**src/rtl/fir_pkg.sv**
```systemverilog
// Shared types and arithmetic for the FIR output stages.
// rshift_round is combinational and is reused by every stage that rescales samples.
package fir_pkg;

    localparam int W    = 16;
    localparam int FILL = 9;

    typedef logic signed [W-1:0] sample_t;

    typedef struct packed {
        logic    keep;
        sample_t dat;
    } stage_t;

    // Round-half-up arithmetic right shift; widened by one bit so the bias never overflows.
    function automatic sample_t rshift_round(input sample_t y, input int unsigned shift);
        logic signed [W:0] s;
        logic signed [W:0] bias;
        if (shift == 0) begin
            return y;
        end
        bias = (W+1)'(1) <<< (shift - 1);
        s    = $signed({y[W-1], y}) + bias;
        s    = s >>> shift;
        return sample_t'(s[W-1:0]);
    endfunction

endpackage

```
**src/rtl/sample_fifo.sv**
```systemverilog
// Synchronous FIFO, one-cycle write-to-read; push at full accepted only with a same-cycle pop.
// pop_dat is the head entry (0 when empty); clr empties it and overrides push/pop.
module sample_fifo #(
    parameter  int DEPTH = 4,
    parameter  int W     = 16,
    localparam int AW    = $clog2(DEPTH),
    localparam int LW    = AW + 1
) (
    input  logic          clk,
    input  logic          rst,
    input  logic          clr,
    input  logic          push,
    input  logic [W-1:0]  push_dat,
    input  logic          pop,
    output logic [W-1:0]  pop_dat,
    output logic          full,
    output logic          empty,
    output logic [LW-1:0] level
);

    logic [AW-1:0] wr_ptr_q, wr_ptr_d;
    logic [AW-1:0] rd_ptr_q, rd_ptr_d;
    logic [LW-1:0] level_q, level_d;
    logic [W-1:0]  mem_q [DEPTH];
    logic          do_push;
    logic          do_pop;

    assign full  = (level_q == LW'(DEPTH));
    assign empty = (level_q == '0);
    assign level = level_q;

    always_comb begin
        do_pop   = pop && !empty;
        do_push  = push && (!full || do_pop);
        wr_ptr_d = wr_ptr_q;
        rd_ptr_d = rd_ptr_q;
        level_d  = level_q;
        if (clr) begin
            wr_ptr_d = '0;
            rd_ptr_d = '0;
            level_d  = '0;
        end else begin
            if (do_push) wr_ptr_d = wr_ptr_q + AW'(1);
            if (do_pop)  rd_ptr_d = rd_ptr_q + AW'(1);
            level_d = level_q + LW'(do_push) - LW'(do_pop);
        end
    end

    always_ff @(posedge clk or posedge rst) begin
        if (rst) begin
            wr_ptr_q <= '0;
            rd_ptr_q <= '0;
            level_q  <= '0;
        end else begin
            wr_ptr_q <= wr_ptr_d;
            rd_ptr_q <= rd_ptr_d;
            level_q  <= level_d;
        end
    end

    // Storage needs no reset: the head is masked while empty.
    always_ff @(posedge clk) begin
        if (do_push && !clr) mem_q[wr_ptr_q] <= push_dat;
    end

    assign pop_dat = empty ? '0 : mem_q[rd_ptr_q];

endmodule

```
**src/rtl/fir_out_decimator.sv**
```systemverilog
// FIR output stage: drop warm-up, decimate, round-shift, buffer. Latency 2 cycles y_in to out_valid.
// Backpressure via out_ready; when the FIFO is full with no pop the kept sample is dropped and overrun sticks.
module fir_out_decimator #(
    parameter  int W     = fir_pkg::W,
    parameter  int DECIM = 4,
    parameter  int SHIFT = 5,
    parameter  int FILL  = fir_pkg::FILL,
    parameter  int DEPTH = 4,
    localparam int LW    = $clog2(DEPTH) + 1
) (
    input  logic                clk,
    input  logic                rst,
    input  logic signed [W-1:0] y_in,
    input  logic                clr,
    output logic signed [W-1:0] out_data,
    output logic                out_valid,
    input  logic                out_ready,
    output logic                overrun,
    output logic [LW-1:0]       level
);
    import fir_pkg::*;

    localparam int WCW = (FILL > 0) ? $clog2(FILL + 1) : 1;
    localparam int PW  = (DECIM > 1) ? $clog2(DECIM) : 1;

    logic [WCW-1:0] wcnt_q, wcnt_d;
    logic [PW-1:0]  phase_q, phase_d;
    stage_t         stage_q, stage_d;
    logic           overrun_q, overrun_d;
    logic           warm;
    logic           keep;
    logic           pop;
    logic           fifo_full;
    logic           fifo_empty;
    logic [W-1:0]   head_dat;

    // Warm-up saturates at FILL; the phase only starts counting once it has.
    always_comb begin
        warm    = (wcnt_q == WCW'(FILL));
        keep    = warm && (phase_q == '0);
        wcnt_d  = wcnt_q;
        phase_d = phase_q;
        stage_d = stage_q;
        if (clr) begin
            wcnt_d  = '0;
            phase_d = '0;
            stage_d = '0;
        end else begin
            if (!warm) begin
                wcnt_d = wcnt_q + WCW'(1);
            end else if (phase_q == PW'(DECIM - 1)) begin
                phase_d = '0;
            end else begin
                phase_d = phase_q + PW'(1);
            end
            stage_d.keep = keep;
            stage_d.dat  = rshift_round(y_in, SHIFT);
        end
    end

    always_comb begin
        pop       = out_valid && out_ready;
        overrun_d = overrun_q;
        if (clr) begin
            overrun_d = 1'b0;
        end else if (stage_q.keep && fifo_full && !pop) begin
            overrun_d = 1'b1;
        end
    end

    always_ff @(posedge clk or posedge rst) begin
        if (rst) begin
            wcnt_q    <= '0;
            phase_q   <= '0;
            stage_q   <= '0;
            overrun_q <= 1'b0;
        end else begin
            wcnt_q    <= wcnt_d;
            phase_q   <= phase_d;
            stage_q   <= stage_d;
            overrun_q <= overrun_d;
        end
    end

    sample_fifo #(
        .DEPTH (DEPTH),
        .W     (W)
    ) u_fifo (
        .clk      (clk),
        .rst      (rst),
        .clr      (clr),
        .push     (stage_q.keep),
        .push_dat (stage_q.dat),
        .pop      (pop),
        .pop_dat  (head_dat),
        .full     (fifo_full),
        .empty    (fifo_empty),
        .level    (level)
    );

    assign out_valid = !fifo_empty;
    assign out_data  = head_dat;
    assign overrun   = overrun_q;

endmodule
```
**config.mk**
```make
export PLATFORM = sky130hd
export DESIGN_NAME = fir_out_decimator
export DESIGN_NICKNAME = d
export VERILOG_FILES = /design/src/rtl/fir_pkg.sv /design/src/rtl/sample_fifo.sv /design/src/rtl/fir_out_decimator.sv
export SDC_FILE = /design/constraint.sdc
export NUM_CORES = 1
export LEC_CHECK = 0
export CAP_MARGIN = 20
export CORE_ASPECT_RATIO = 0.6
export CORE_MARGIN = 3
export CORE_UTILIZATION = 51
export DETAILED_ROUTE_END_ITERATION = 16
export GPL_TIMING_DRIVEN = 0
export PLACE_DENSITY = 0.86
export SLEW_MARGIN = 0
export SYNTH_ARGS = -nofsm -noshare
export SYNTH_HDL_FRONTEND = slang
export SYNTH_HIERARCHICAL = 1
export SYNTH_SLANG_ARGS = --single-unit
```
**constraint.sdc**
```tcl
create_clock -name clk -period 2.57 [get_ports clk]
set_input_delay 0.514 -clock clk [delete_from_list [all_inputs] [get_ports clk]]
set_output_delay 0.514 -clock clk [all_outputs]
set_load 0.02 [all_outputs]
```
==> metrics.csv <==
stage,metric,value,unit
floorplan,core,7022,sq um
final_layout,diodes,0,
timing,setup_violations,0,
timing,period_needed,2.478,ns
synthesis,netlist_instances,245,
power,vdd_drop_max,358.2,uV
routing,ant_nets,0,
synthesis,ys.flop_type,edfxtp_1,
global_routing,grt_use_total,0.1787,
setup_path,crit_type,flip-flop to primary output,
synthesis,yosysMostFrequentCell,edfxtp_1,
final_layout,nNetsFinal,336,
global_routing,antenna_found_initial,0,
timing,finalHoldViolations,0,
floorplan,pin_count,41,
clock_network,htree_levels,3,
global_routing,grt_remaining_overflow,0,
synthesis,synth_area,3874,sq um
synthesis,yosys.area.top_type,edfxtp_1,
timing,rsz0062_at_grt,no,
floorplan,fp.dieW,118.5,um
global_routing,grt_pass1_vias,2202,
synthesis,netlist_top_cells_area,"edfxtp_1, dfrtp_1, mux4_2, ha_1, nor2b_1",
clock_network,cts_buffer_depth,2,
placement,place.detailed.hpwl,4940,um
routing,wl_per_cell,17.16,um
synthesis,ys_async_sr_fraction,0.2967,
routing,wl,7034,um
setup_path,start_kind,flip-flop,
timing,fmax,0.4035,GHz
job,drv_cap,0,
timing,worst_clock_skew,0.005223,ns
placement,port_buffers,36,
clock_network,insertion_delay,0.34,ns
routing,route.detailed.drc,0,
clock_network,numCtsBuffers,9,
clock_network,cts_hold_buf,0,
synthesis,post_synth.cell_area_avg,15.81,sq um
power,p_leak,1.862,nW
setup_path,crit_path_max_fanout,10,
routing,vias,2223,
synthesis,synth_warnings,6,
timing,post-route-period-util,0.9643,
routing,dr.pass1.iters,4,
global_routing,grt_first_pass_wirelength,11360,um
synthesis,yosys.area.top_type_share,0.4961,
global_routing,grt_max_degree,21,
synthesis,synthesis.nets,276,
timing,slew_headroom,0.4522,
timing,worst_pin_slew,0.8208,ns
synthesis,yosys-top-cells-count,"edfxtp_1, dfrtp_1, mux4_2, nor2_1",
placement,place_congestion,0.8239,
final_layout,fin_util,0.6857,
setup_path,cp-end-kind,primary output,
timing,finalMaxSlewViolations,0,
timing,whs,0.4429,ns
floorplan,die_y,73.51,um
final_layout,area_growth,24.29,%
floorplan,dieArea,8712,sq um
power,finalPower,0.002920,W
outcome,status,completed,
setup_path,worstPathArrival,1.96,ns
power,pwr_density_cell,606.5,nW/um^2
floorplan,initial_utilization,0.5517,
synthesis,synth_edf_count,64,
synthesis,synth.distinct_cells,39,
setup_path,worstPathRequired,2.06,ns
hold_path,hold_class,input port to asynchronous set/reset pin,
clock_network,cts_root_buf,clkbuf_16,
floorplan,rows,23,
synthesis,synth_seq_cells,91,
clock_network,clk_pin_slew,0.06,ns
synthesis,ys_seq_area_frac,0.6705,
setup_path,reg2reg_depth,13,
clock_network,clock_sinks,91,
clock_network,cts_tree,done,
routing,vias_per_cell,5.422,
final_layout,drive_gt1_frac,0.2097,
routing,drt_iter0_drc,152,
-- worst paths after layout --
check,from,endpoint,slack (ns)
worst max-delay path,u_fifo/rd_ptr_q[0],out_data[9],0.09
worst min-delay path,rst,u_fifo/wr_ptr_q[1],0.44
worst max register to register,u_fifo/level[1],u_fifo/level[2],0.14
worst min register to register,stage_q[0],u_fifo/mem_q[0][0],0.50
max in group asynchronous,rst,stage_q[9],1.39
min in group clk,stage_q[0],u_fifo/mem_q[0][0],0.50
-- report_power, final --
group | internal [W] | switching (W) | total (W)
registers | 0.00159 | 0.0000191 | 0.00161
clock network | 0.000687 | 0.000531 | 0.00122
logic | 0.0000406 | 0.0000528 | 0.0000934
-- layout make-up --
type                       count  area, sq um
buffer                         8        88.84
timing repair buffer          49        452.9
fill                         494         2207
clock inverter                 6        46.29
tap                          100        125.1
multi-input combinational    131         1205
inverter                      15        56.30
sequential                    91         2601
clock buffer                  10        239.0
-- layout by cell type, fill, tap and decap left out, drive strengths merged, types with 2 or more instances in the layout --
master	synthesis	final
edfxtp	64	64
dfrtp	27	27
clkdlybuf4s50	0	20
buf	6	19
inv	15	17
nor2	16	16
mux4	16	16
nor2b	15	15
clkbuf	2	14
dlygate4sd2	0	12
ha	10	10
a21oi	8	8
nand3	5	5
xor2	5	5
nand2b	5	5
o21ai	5	5
nor3b	5	5
o31ai	4	4
or3	4	4
mux2i	3	3
nand2	3	3
or4	3	3
xnor2	3	3
and2b	3	3
nand4	3	3
nand3b	2	2
nor4	2	2
clkinvlp	0	2
dlymetal6s2s	0	2
clkinv	0	2
nor3	2	2
-- per-layer routing --
layer	share of wire	vias to the layer above	track usage
li1	-	1030	-
met1	0.44	1112	0.2377
met2	0.48	74	0.2891
met3	0.071	7	0.05462
met4	0.011	0	0.05777
met5	0	-	0
-- kinds of logic after synthesis --
family,Yosys count,share of synthesized area
AO/OA/AOI/OAI,21,0.03198
flip-flops,91,0.6705
XOR/XNOR,8,0.01809
AND/OR/NAND/NOR,71,0.1092
buffers and inverters,23,0.02810
adder cells (fa/ha/maj),11,0.03747
multiplexers,20,0.1047
-- per-stage QoR --
step | instances | setup slack [ns] | cell area, sq um | setup TNS [ns]
after detailed placement | 385 | -0.2943 | 4436 | -9.223
after floorplan | 245 | -0.3785 | 3885 | -24.22
final | 410 | 0.09170 | 4815 | 0
after global placement | 381 | -1.327 | 4370 | -82.57
after global routing | 410 | 0.002039 | 4815 | 0
after CTS | 402 | 0.008226 | 4742 | 0
-- critical path, stage by stage (launching register included) --
cell and delay [ns]:
dfrtp_1 0.38, buf_12 0.13, buf_12 0.14, mux4_2 0.52, nor2b_1 0.14, dlygate4sd2_1 0.31
-- what timing repair did --
item / CTS / global route
setup endpoints to repair: 71 / 55
cloned: 0 / 0
resized for setup: 23 / 12
hold endpoints to repair: 0 / 0
buffers inserted: 1 / 8
pin swaps: 1 / 0
-- flip-flops by register name, summed over array words and instances (netlist names) --
| register | cells |
|---|---|
| phase_q | 2 |
| u_fifo/wr_ptr_q | 2 |
| u_fifo/mem_q | 64 |
| stage_q | 13 |
| overrun | 1 |
| wcnt_q | 4 |
| u_fifo/rd_ptr_q | 2 |
| u_fifo/level | 3 |
(Power assumes the default switching activity.)
